===== src/rtl/mem_ctrl.sv =====
// mem_ctrl: serialises instruction-fetch and load/store accesses onto a byte-wide single-port RAM
module mem_ctrl #(
  parameter int ADR_W = 17,
  parameter int DAT_W = 32
) (
  input  logic             clk,
  input  logic             rst,
  input  logic             en,
  input  logic             ic_en_i,
  input  logic [ADR_W-1:0] ic_pc_i,
  output logic             ic_en_o,
  output logic [DAT_W-1:0] ic_ins_o,
  input  logic             lsb_en_i,
  input  logic             lsb_wr_i,
  input  logic [1:0]       lsb_len_i,
  input  logic [ADR_W-1:0] lsb_adr_i,
  input  logic [DAT_W-1:0] lsb_dat_i,
  output logic             lsb_en_o,
  output logic [DAT_W-1:0] lsb_dat_o,
  input  logic [7:0]       ram_din_i,
  output logic [7:0]       ram_dout_o,
  output logic [ADR_W-1:0] ram_a_o,
  output logic             ram_wr_o
);
  typedef enum logic [1:0] {IDLE, READ, WRITE} state_t;
  state_t state;
  logic ic_pend, lsb_pend, lsb_wr, src_lsb, wr_q, stall_q;
  logic [1:0] lsb_len;
  logic [ADR_W-1:0] ic_pc, lsb_adr, base;
  logic [DAT_W-1:0] lsb_dat, dat;
  logic [DAT_W-9:0] sh;
  logic [2:0] n, cnt;
  logic l_req, i_req, l_wr;
  logic [1:0] l_len;
  logic [2:0] l_n;
  logic [ADR_W-1:0] l_adr, i_pc;
  logic [DAT_W-1:0] l_dat;
  // effective request view: a request arriving on this edge is eligible and overrides latched fields
  always_comb begin
    l_req = lsb_en_i | lsb_pend;
    i_req = ic_en_i | ic_pend;
    l_wr  = lsb_en_i ? lsb_wr_i : lsb_wr;
    l_len = lsb_en_i ? lsb_len_i : lsb_len;
    l_adr = lsb_en_i ? lsb_adr_i : lsb_adr;
    l_dat = lsb_en_i ? lsb_dat_i : lsb_dat;
    i_pc  = ic_en_i ? ic_pc_i : ic_pc;
    l_n   = l_len == 2'd0 ? 3'd1 : l_len == 2'd1 ? 3'd2 : 3'd4;
  end
  // the write strobe is gated by en so a frozen block never writes
  assign ram_wr_o = wr_q & en;
  // remembers whether the previous edge was frozen so an interrupted read can restart
  always_ff @(posedge clk or posedge rst)
    if (rst) stall_q <= 1'b0;
    else stall_q <= !en;
  // request latching, arbitration and byte-serial read/write sequencing
  always_ff @(posedge clk or posedge rst) begin
    if (rst) begin
      state      <= IDLE;
      ic_pend    <= 1'b0;
      lsb_pend   <= 1'b0;
      ic_pc      <= '0;
      lsb_wr     <= 1'b0;
      lsb_len    <= '0;
      lsb_adr    <= '0;
      lsb_dat    <= '0;
      src_lsb    <= 1'b0;
      base       <= '0;
      n          <= '0;
      cnt        <= '0;
      dat        <= '0;
      sh         <= '0;
      wr_q       <= 1'b0;
      ic_en_o    <= 1'b0;
      ic_ins_o   <= '0;
      lsb_en_o   <= 1'b0;
      lsb_dat_o  <= '0;
      ram_dout_o <= '0;
      ram_a_o    <= '0;
    end else if (en) begin
      ic_en_o  <= 1'b0;
      lsb_en_o <= 1'b0;
      if (ic_en_i) begin
        ic_pend <= 1'b1;
        ic_pc   <= ic_pc_i;
      end
      if (lsb_en_i) begin
        lsb_pend <= 1'b1;
        lsb_wr   <= lsb_wr_i;
        lsb_len  <= lsb_len_i;
        lsb_adr  <= lsb_adr_i;
        lsb_dat  <= lsb_dat_i;
      end
      if (state == IDLE) begin
        if (l_req) begin
          lsb_pend <= 1'b0;
          src_lsb  <= 1'b1;
          base     <= l_adr;
          n        <= l_n;
          cnt      <= 3'd1;
          ram_a_o  <= l_adr;
          if (l_wr) begin
            state      <= WRITE;
            wr_q       <= 1'b1;
            ram_dout_o <= l_dat[7:0];
            dat        <= l_dat >> 8;
          end else
            state <= READ;
        end else if (i_req) begin
          ic_pend <= 1'b0;
          src_lsb <= 1'b0;
          base    <= i_pc;
          n       <= 3'd4;
          cnt     <= 3'd1;
          ram_a_o <= i_pc;
          state   <= READ;
        end
      end else if (state == READ) begin
        if (stall_q) begin
          ram_a_o <= base;
          cnt     <= 3'd1;
        end else begin
          cnt <= cnt + 3'd1;
          if (cnt < n) ram_a_o <= base + ADR_W'(cnt);
          if (cnt >= 3'd2 && cnt <= n) sh <= {ram_din_i, sh[DAT_W-9:8]};
          if (cnt == n + 3'd1) begin
            state <= IDLE;
            if (src_lsb) begin
              lsb_en_o  <= 1'b1;
              lsb_dat_o <= n == 3'd1 ? {{(DAT_W-8){1'b0}}, ram_din_i} :
                           n == 3'd2 ? {{(DAT_W-16){1'b0}}, ram_din_i, sh[DAT_W-9 -: 8]} :
                                       {ram_din_i, sh};
            end else begin
              ic_en_o  <= 1'b1;
              ic_ins_o <= {ram_din_i, sh};
            end
          end
        end
      end else begin
        cnt <= cnt + 3'd1;
        if (cnt < n) begin
          ram_a_o    <= base + ADR_W'(cnt);
          ram_dout_o <= dat[7:0];
          dat        <= dat >> 8;
        end else begin
          wr_q     <= 1'b0;
          lsb_en_o <= 1'b1;
          state    <= IDLE;
        end
      end
    end
  end
endmodule


===== config.mk =====
export PLATFORM = sky130hd
export DESIGN_NAME = mem_ctrl
export DESIGN_NICKNAME = d
export VERILOG_FILES = /design/src/rtl/mem_ctrl.sv
export SDC_FILE = /design/constraint.sdc
export NUM_CORES = 1
export LEC_CHECK = 0
export ABC_CLOCK_PERIOD_IN_PS = 14000
export BUFFER_PORTS_ARGS = -buffer_cell sky130_fd_sc_hd__buf_4
export CORE_UTILIZATION = 50
export CTS_CLUSTER_DIAMETER = 40
export DETAILED_ROUTE_END_ITERATION = 12
export HOLD_SLACK_MARGIN = 0.12
export PLACE_DENSITY = 0.72
export SYNTH_ARGS = -nofsm -noshare
export SYNTH_HDL_FRONTEND = slang
export SYNTH_SLANG_ARGS = --single-unit

===== constraint.sdc =====
create_clock -name clk -period 14 [get_ports clk]
set_input_delay 4.2 -clock clk [delete_from_list [all_inputs] [get_ports clk]]
set_output_delay 4.2 -clock clk [all_outputs]
set_load 0.01 [all_outputs]

==> metrics, run 1 <==
number of H-tree levels=2; # fillers=1786; area leader, netlist=dfrtp_1; Starting DRT DRC Count=567; number of synthesized flops with an enable pin=0; Lkg Pwr=6.538 nW; flop and latch count out of synthesis=238; total CTS buffers=35; DR WL/cell=18.28 µm; first-pass GRT wire length=45000 µm; syn avg cell area=approximately 11 µm²; DIE HEIGHT=152.9 µm; core area=about 22000 µm²; CTS sink count=238; maximum clock path buffer count=3; Reg clk slew, reported paths=roughly 0.06 ns; Worst setup SP type=primary input; Synth Net Count=1149; count of different cell masters after synthesis=between 70 and 80; status=finished clean; Resized cells post-CTS=0; RSZ-0062 raised after global routing=false; fmax=0.1089 GHz; I/O Pins=174; # Post-CTS Setup Buffers=0; cell family with most CP delay=buffers and inverters; number of global-route vias before repair=8437; crit-path cells=buf_4, and2_1, buf_4; # rows=54; Reg area=5956 µm²; crit-path max cell delay=0.45 ns; Total Nets Final=1300; vias=8652; Hold Fails Final Rpt=0; Post-CTS Hold Fix Bufs=0; cell mode on critical path=buf_4; Worst-Margin Slew=1.212 ns; DRC viols=0; post-synthesis adder-cell area fraction=0.01385; PortBufs=173; clock root cell=clkbuf_16; Yosys warnings=0; final max-slew violation count=0; post-DR vias/cell=between 5 and 6; Final Cycle Share=0.6557; worst path bufs/invs=2; largest family of logic cells by synthesized area=multiplexers; Synth Area in XOR/XNOR=0.003627; mux cell area share after synthesis=0.1818; cell count after synthesis=1055; hpwl dp=18240 µm; Worst Clk Skew=0.02214 ns; critical path type=primary input to output pin; area of the multi-input gates=5070 µm²; Max Cap Viol=0; setup_tns=0 ns; clk_lat worst skew=0.51 ns; CTS tree=done; share of cells above drive strength 1=0.3082; pwr dens=207.8 nW/µm²; main flop type after synthesis=dfrtp_1; routability cong.=~0.86; max_slew headroom=0.1890; Detail Route Antenna Nets=0; Initial Utilization=0.5152; Yosys top cell area share=0.5232; Peak VDD IR=0.1230 mV; GRT overflow=0; initial antenna violation count=0; most common cell in the netlist=dfrtp_1; worst-path fanout max=52; reg2reg setup slack=11.08 ns; Design Area, Final=13980 µm²; synth top area cells=dfrtp_1 (52%), mux2_2 (12%), mux2i_1 (6.5%); Mapped Area=11380 µm²; top cells by instance count after synthesis=dfrtp_1 (238), nand2_1 (135), mux2_2 (117); DRT Pass-1 Iters=5; fraction of registers with async set/reset=1.000; WP data required=9.80 ns; WL final=27660 µm; die area=23370 µm²; area grow syn2layout=22.81%; critical path endpoint category=output pin; Synth Area in Simple Gates=0.1068; Worst EP arrival=4.98 ns; slowest CP cell=buf_4; worst min path class=register to register; Total Routing Usage GR=0.2413; n_diodes=0; final setup fails=0; complex-gate fraction of the synthesized area=0.1378; final worst path period need=9.180 ns; DP Area=between 10000 and 15000 µm²; Seq/Total Area, Yosys=0.5232; largest net degree at the start of global routing=89; Die X=152.9 µm
## worst register-to-register path: stages (launching register included)
cell and delay, ns:
dfrtp_1 0.55, ha_1 0.34, and3b_1 0.26, nor2_1 0.95, a21oi_1 0.24, mux2_2 0.34, o211ai_1 0.15
## where the power goes
group / switching, mW / internal [mW] / total (mW) / leakage, nW
sequential: 0.170 / 0.892 / 1.06 / 2.99
combinational: 0.541 / 0.428 / 0.969 / 2.96
clock: 0.327 / 0.547 / 0.874 / 0.583
total: 1.04 / 1.87 / 2.91 / 6.54
## cells by family after synthesis
| logic type | count (synthesis) |
|---|---|
| fa+ha+maj | 12 |
| xor+xnor | 3 |
| compound gates | 257 |
| buf+inv | 80 |
| mux | 192 |
| simple gates | 273 |
| flops | 238 |
## cell usage in the layout, fill, tap and decap left out, types with 20 or more instances in the layout
cell type,netlist,layout
mux2_2,117,117
nand2_1,135,135
o21ai_0,93,93
buf_4,1,182
mux2i_1,74,74
a21oi_1,74,74
clkbuf_16,0,36
dfrtp_1,238,238
o31ai_1,20,20
nor2_1,78,78
## through the flow
step                setup slack, ns    util  instances  total power [mW]  hold WS [ns]
finish                        4.820  0.6327       1513             2.905        0.4750
global route                  4.772  0.6327       1513             3.082        0.5018
CTS                           4.816  0.6327       1513             2.918        0.4806
detailed placement            4.818  0.5791       1449             2.032        0.4678
global placement              4.824  0.5791       1449             2.003        0.4624
floorplan                     3.269       -       1055             1.689        0.4488
## registers in the layout, indices dropped and copies added, names as in the netlist, 17 cells and up
signal and cells:
ic_ins_o 32, lsb_adr 17, sh 24, lsb_dat 32, dat 24, ram_a_o 17, base 17, lsb_dat_o 32
ic_pc 17
## per-layer routing
| layer | part of all wire | GRT usage | wire [µm] |
|---|---|---|---|
| met4 | 0.016 | 0.06061 | 433 |
| met2 | 0.46 | 0.3772 | 12820 |
| met3 | 0.073 | 0.05841 | 2017 |
| met5 | 0 | 0 | 0 |
| met1 | 0.45 | 0.3386 | 12390 |
## area by class of cell
| class | count | share of cell area |
|---|---|---|
| multi-input cells | 737 | 0.3627 |
| flip-flops and latches | 238 | 0.4260 |
| repair buffers | 182 | 0.09774 |
| inverters | 12 | 0.003759 |
| clock inverters | 23 | 0.01683 |
| well taps | 280 | 0.02506 |
| clock buffers | 41 | 0.06793 |
## final timing paths
| kind | start | end | cells past startpoint |
|---|---|---|---|
| worst max-delay path | en | ram_wr_o | 3 |
| worst min-delay path | lsb_dat_o[12]$_DFFE_PP0P_ | lsb_dat_o[12]$_DFFE_PP0P_ | 2 |
| worst max register to register | cnt[1]$_DFFE_PP0P_ | ram_a_o[8]$_DFFE_PP0P_ | 6 |
| worst min register to register | lsb_dat_o[12]$_DFFE_PP0P_ | lsb_dat_o[12]$_DFFE_PP0P_ | 2 |
| max in group asynchronous | rst | lsb_dat[2]$_DFFE_PP0P_ | 3 |
| min in group asynchronous | rst | ram_dout_o[4]$_DFFE_PP0P_ | 2 |
Note: power is estimated with default switching activity, not from simulation.
==> run 2: changes to the inputs <==
--- a/config.mk
+++ b/config.mk
@@ -5,7 +5,7 @@
 export SDC_FILE = /design/constraint.sdc
 export NUM_CORES = 1
 export LEC_CHECK = 0
-export ABC_CLOCK_PERIOD_IN_PS = 14000
+export ABC_CLOCK_PERIOD_IN_PS = 8500
 export BUFFER_PORTS_ARGS = -buffer_cell sky130_fd_sc_hd__buf_4
 export CORE_UTILIZATION = 50
 export CTS_CLUSTER_DIAMETER = 40
==> constraint.sdc (replaced) <==
create_clock -name clk -period 8.5 [get_ports clk]
set_input_delay 2.55 -clock clk [delete_from_list [all_inputs] [get_ports clk]]
set_output_delay 2.55 -clock clk [all_outputs]
set_load 0.01 [all_outputs]
==> metrics, run 2 (synthesis gave the netlist of run 1 again) <==
status=finished clean (unchanged); hpwl dp=18470 µm (was 18240 µm); Detail Route Antenna Nets=0 (unchanged); post-DR vias/cell=5.733 (was 5.718); Final Hold Slack=0.4795 ns (was 0.4750 ns); WL final=27880 µm (was 27660 µm); Starting DRT DRC Count=519 (was 567); critical path endpoint category=output pin (unchanged); Reg clk slew, reported paths=0.05 ns (was 0.06 ns); Worst-Margin Slew=1.138 ns (was 1.212 ns); Worst EP arrival=3.33 ns (was 4.98 ns); RSZ-0062 raised after global routing=false (unchanged); setup_tns=0 ns (unchanged); PortBufs=173 (unchanged); # rows=54 (unchanged); worst reg2reg endpoint=ram_a_o[16]$_DFFE_PP0P_ (was ram_a_o[8]$_DFFE_PP0P_); WP data required=5.95 ns (was 9.80 ns); R2R depth=5 (was 6); most frequent cells in the layout=dfrtp_1 (238), buf_4 (180), nand2_1 (135), mux2_2 (117), o21ai_0 (93) (was dfrtp_1 (238), buf_4 (182), nand2_1 (135), mux2_2 (117), o21ai_0 (93)); worst min path class=register to register (unchanged); registers with the most flip-flops=ic_ins_o x32, lsb_dat x32, lsb_dat_o x32 (unchanged); DRC viols=0 (unchanged); routability cong.=0.8736 (was 0.8617); number of H-tree levels=2 (unchanged); Hold Fails Final Rpt=0 (unchanged); I/O Pins=174 (unchanged); DR WL/cell=18.44 µm (was 18.28 µm); Final Cycle Share=0.6920; worst-path fanout max=52 (unchanged); pwr dens=351.4 nW/µm² (was 207.8 nW/µm²); Total Routing Usage GR=0.2423 (was 0.2413); # fillers=1760 (was 1786); final max-slew violation count=0 (unchanged); R2R Path Start=state[1]$_DFFE_PP0P_ (was cnt[1]$_DFFE_PP0P_); DRT Pass-1 Iters=5 (unchanged); Post-CTS Hold Fix Bufs=0 (unchanged); DP Area=12800 µm² (was 12790 µm²); Reg area=5956 µm² (unchanged); reg2reg setup slack=5.61 ns (was 11.08 ns); core area=22090 µm² (unchanged); maximum clock path buffer count=3 (unchanged); # Post-CTS Setup Buffers=0 (unchanged); final worst path period need=5.882 ns; most common cell after layout, fill and taps aside=dfrtp_1 (unchanged); GRT overflow=0 (unchanged); DIE HEIGHT=152.9 µm (unchanged); number of global-route vias before repair=8473 (was 8437); total CTS buffers=35 (unchanged); Lkg Pwr=6.589 nW (was 6.538 nW); die area=23370 µm² (unchanged); clock root cell=clkbuf_16 (unchanged); vias=8668 (was 8652); Worst setup SP type=primary input (unchanged); Resized cells post-CTS=0 (unchanged); Worst Clk Skew=0.02131 ns (was 0.02214 ns); Design Area, Final=14110 µm² (was 13980 µm²); critical path type=primary input to output pin (unchanged); largest net degree at the start of global routing=147 (was 89); Initial Utilization=0.5152 (unchanged); clk_lat worst skew=0.51 ns (about the same); area of the multi-input gates=5070 µm² (unchanged); first-pass GRT wire length=45040 µm (was 45000 µm); max_slew headroom=0.2379 (was 0.1890); Die X=152.9 µm (unchanged); Max Cap Viol=0 (unchanged); initial antenna violation count=0 (unchanged); Peak VDD IR=0.1913 mV (was 0.1230 mV); Total Nets Final=1299 (was 1300); area grow syn2layout=23.99% (was 22.81%); CP Launch Point=en (unchanged); crit path capture=ram_wr_o (unchanged); CTS tree=done (unchanged); fmax=between 0.15 and 0.2 GHz; final setup fails=0 (unchanged); n_diodes=0 (unchanged); CTS sink count=238 (unchanged); share of cells above drive strength 1=0.3060 (was 0.3082)
## run 2: cell types whose count changed in the layout (fill, tap and decap cells not counted)
| cell | delta |
|---|---|
| buf_12 | +1 |
| buf_4 | -2 |
| bufinv_16 | +6 |
| clkbuf_1 | +2 |
| clkinv_2 | -4 |
| clkinv_4 | -1 |
| inv_6 | -2 |
| inv_8 | -1 |
## run 2: layer usage
metal | global-route usage | share of wire
met1 | 0.3264 | 0.44
met4 | 0.07215 | 0.023
met3 | 0.05756 | 0.067
met5 | 0 | 0
met2 | 0.3901 | 0.46
## run 2: power breakdown
part	switching [mW]	total, mW	internal [mW]
clock network	0.534	1.61	1.08
logic	0.886	1.59	0.704
registers	0.288	1.76	1.47
total	1.71	4.96	3.25
## run 2: cell type report
class | count | area share
clock inverter | 21 | 0.02562
sequential | 238 | 0.4219
inverter | 12 | 0.003457
clock buffer | 43 | 0.06781
multi-input combinational | 737 | 0.3592
tap | 280 | 0.02482
timing repair buffer | 181 | 0.09715
## run 2: worst min-delay path by stage
stage	start	endpoint	slack, ns	depth (start not counted)
4_1_cts	dat[23]$_DFFE_PP0P_	dat[23]$_DFFE_PP0P_	0.48	2
6_report	dat[20]$_DFFE_PP0P_	dat[20]$_DFFE_PP0P_	0.48	2
3_5_place_dp	dat[20]$_DFFE_PP0P_	dat[20]$_DFFE_PP0P_	0.47	2
5_1_grt	lsb_dat_o[9]$_DFFE_PP0P_	lsb_dat_o[9]$_DFFE_PP0P_	0.50	2
3_3_place_gp	dat[20]$_DFFE_PP0P_	dat[20]$_DFFE_PP0P_	0.46	2
2_1_floorplan	dat[16]$_DFFE_PP0P_	dat[16]$_DFFE_PP0P_	0.45	2
## run 2: metrics by stage
step                      utilization  power, mW  setup WS (ns)  cells
after floorplan                     -      2.782          2.529   1055
after global placement         0.5792      3.301          2.611   1448
after detailed placement       0.5792      3.350          2.608   1448
after CTS                      0.6389      4.983          2.605   1512
after global routing           0.6389      5.245          2.558   1512
final                          0.6389      4.960          2.618   1512
## run 2: critical path: stages
cell and delay [ns]:
buf_4 0.45, and2_1 0.21, buf_4 0.11
==> run 3: changes to the inputs <==
--- a/config.mk
+++ b/config.mk
@@ -5,13 +5,13 @@
 export SDC_FILE = /design/constraint.sdc
 export NUM_CORES = 1
 export LEC_CHECK = 0
-export ABC_CLOCK_PERIOD_IN_PS = 8500
+export ABC_CLOCK_PERIOD_IN_PS = 5000
 export BUFFER_PORTS_ARGS = -buffer_cell sky130_fd_sc_hd__buf_4
 export CORE_UTILIZATION = 50
 export CTS_CLUSTER_DIAMETER = 40
 export DETAILED_ROUTE_END_ITERATION = 12
 export HOLD_SLACK_MARGIN = 0.12
-export PLACE_DENSITY = 0.72
+export PLACE_DENSITY = 0.74
 export SYNTH_ARGS = -nofsm -noshare
 export SYNTH_HDL_FRONTEND = slang
 export SYNTH_SLANG_ARGS = --single-unit
==> constraint.sdc (replaced) <==
create_clock -name clk -period 5 [get_ports clk]
set_input_delay 1.5 -clock clk [delete_from_list [all_inputs] [get_ports clk]]
set_output_delay 1.5 -clock clk [all_outputs]
set_load 0.01 [all_outputs]
==> metrics, run 3 (synthesis gave the netlist of run 1 again) <==
Detail Route Antenna Nets=0 (unchanged); clk_lat worst skew=0.51 ns (about the same); worst min path class=register to register (unchanged); I/O Pins=174 (unchanged); Resized cells post-CTS=0 (unchanged); Seq pwr share=0.357 (was 0.354); Design Area, Final=14150 µm² (was 14110 µm²); clock root cell=clkbuf_16 (unchanged); largest net degree at the start of global routing=110 (was 147); Total Nets Final=1307 (was 1299); Sw Ratio=0.3555 (was 0.3443); WP data required=3.50 ns (was 5.95 ns); WHS Path Cells=2 (unchanged); crit-path max cell delay=0.16 ns (was 0.45 ns); cell total after placement=1454 (was 1448); core area=22090 µm² (unchanged); Lkg Pwr=6.607 nW (was 6.589 nW); n_diodes=0 (unchanged); CTS sink count=238 (unchanged); number of global-route vias before repair=8781 (was 8473); DIE HEIGHT=152.9 µm (unchanged); Worst EP arrival=1.94 ns (was 3.33 ns); most used routing layer=met2 (unchanged); initial antenna violation count=0 (unchanged); crit-path cells=buf_4, and2_1, buf_4 (unchanged); DRC viols=0 (unchanged); routability cong.=0.8816 (was 0.8736); max_slew headroom=0.2483 (was 0.2379); fmax=0.2906 GHz; R2R Path Start=n[2]$_DFFE_PP0P_ (was state[1]$_DFFE_PP0P_); Worst-Margin Slew=1.122 ns (was 1.138 ns); critical path type=primary input to output pin (unchanged); met1 Use GR=0.3544 (was 0.3264); area grow syn2layout=24.28% (was 23.99%); Reg clk slew, reported paths=0.06 ns (was 0.05 ns); Total Routing Usage GR=0.2523 (was 0.2423); routing usage on met3=0.04565 (was 0.05756); Final Cycle Share=0.6882; reg2reg setup slack=2.03 ns (was 5.61 ns); GRT overflow=0 (unchanged); hold_sp=lsb_dat_o[27]$_DFFE_PP0P_ (was dat[20]$_DFFE_PP0P_); Worst setup SP type=primary input (unchanged); Starting DRT DRC Count=730 (was 519); CTS tree=done (unchanged); RSZ-0062 raised after global routing=false (unchanged); final worst path period need=between 3 and 4 ns; status=finished clean (unchanged); Peak VDD IR=0.2644 mV (was 0.1913 mV); registers with the most flip-flops=ic_ins_o x32, lsb_dat x32, lsb_dat_o x32 (unchanged); DRT Pass-1 Iters=5 (unchanged); setup_tns=0 ns (unchanged); Worst Clk Skew=0.02424 ns (was 0.02131 ns); Initial Utilization=0.5152 (unchanged); Non-Filler Instances=1521 (was 1512); final setup fails=0 (unchanged); vias=8851 (was 8668); Sw Pwr=2.982 mW (was 1.708 mW); clock share of power=0.315 (was 0.325); most common cell after layout, fill and taps aside=dfrtp_1 (unchanged); # Post-CTS Setup Buffers=0 (unchanged); # rows=54 (unchanged); critical path endpoint category=output pin (unchanged); Die X=152.9 µm (unchanged); Post-CTS Hold Fix Bufs=0 (unchanged); Final Power=8.388 mW (was 4.960 mW); internal cell power=5.406 mW (was 3.253 mW); final max-slew violation count=0 (unchanged); Min-Delay Endpoint=lsb_dat_o[27]$_DFFE_PP0P_ (was dat[20]$_DFFE_PP0P_); R2R depth=7 (was 5); PortBufs=173 (unchanged); most frequent cells in the layout=dfrtp_1 (238), buf_4 (185), nand2_1 (135), mux2_2 (117), o21ai_0 (93) (was dfrtp_1 (238), buf_4 (180), nand2_1 (135), mux2_2 (117), o21ai_0 (93)); pre-CTS WS=1.298 ns (was 2.608 ns); Hold Fails Final Rpt=0 (unchanged); number of H-tree levels=2 (unchanged); DP Area=12850 µm² (was 12800 µm²); total CTS buffers=37 (was 35); post-DR vias/cell=5.819 (was 5.733); worst reg2reg endpoint=ram_a_o[13]$_DFFE_PP0P_ (was ram_a_o[16]$_DFFE_PP0P_); worst-path fanout max=12 (was 52); die area=23370 µm² (unchanged); maximum clock path buffer count=3 (unchanged); cell mode on critical path=buf_4 (unchanged); met2 Usage GRT=0.3973 (was 0.3901); pwr dens=592.9 nW/µm² (was 351.4 nW/µm²); WL final=28900 µm (was 27880 µm); slowest CP cell=buf_4 (unchanged); Comb pwr share=0.329 (was 0.321); DR WL/cell=19.00 µm (was 18.44 µm); Max Cap Viol=0 (unchanged); share of cells above drive strength 1=0.3118 (was 0.3060); post-route setup slack=1.559 ns (was 2.618 ns); hpwl dp=19160 µm (was 18470 µm); first-pass GRT wire length=47220 µm (was 45040 µm)
run 3: cell count changes in the layout (fill, tap and decap cells not counted), sizes merged:
cell      change
clkbuf        +3
bufinv        -5
clkinvlp      +2
buf           +6
inv           +3
run 3: worst max-delay path by stage:
stage	from	endpoint	slack, ns	cells after the start
after CTS	en	ram_wr_o	1.56	3
after detailed placement	lsb_en_i	ram_a_o[1]$_DFFE_PP0P_	1.30	5
after floorplan	rst	base[0]$_DFFE_PP0P_	0.38	1
after global routing	en	ram_wr_o	1.54	3
after global placement	lsb_en_i	ram_a_o[1]$_DFFE_PP0P_	1.29	5
final	en	ram_wr_o	1.56	3
run 3: cell type report:
cell class / count / area [µm²]
clock buffers: 46 / 1042
clock inverters: 21 / 251.5
fillers: 1685 / 7946
inverters: 12 / 48.80
multi-input cells: 737 / 5070
flip-flops and latches: 238 / 5956
well taps: 280 / 350.3
repair buffers: 187 / 1429
run 3: stage by stage:
stage | utilization | hold slack, ns
floorplan | - | 0.4488
CTS | 0.6403 | 0.4830
finish | 0.6403 | 0.4803
global route | 0.6403 | 0.4991
detailed placement | 0.5818 | 0.4709
global placement | 0.5818 | 0.4618
run 3: worst max-delay path: cells and delay by family:
| family | cells | cell delay, ns |
|---|---|---|
| and+or+nand+nor | 1 | 0.14 |
| buffers and inverters | 2 | 0.29 |
run 3: power by group through the flow:
stage	clock network [mW]	registers (mW)	logic, mW
finish	2.64	2.99	2.76
detailed placement	0	3.01	2.71
CTS	2.67	2.98	2.75
global route	2.76	3.07	3.04
floorplan	0	2.96	1.77
global placement	0	2.99	2.65
run 3: routing by layer:
metal  vias to the layer above  share of wire
met5                         -              0
li1                       4097              -
met3                        60          0.071
met4                         0          0.021
met2                       346           0.47
met1                      4348           0.44
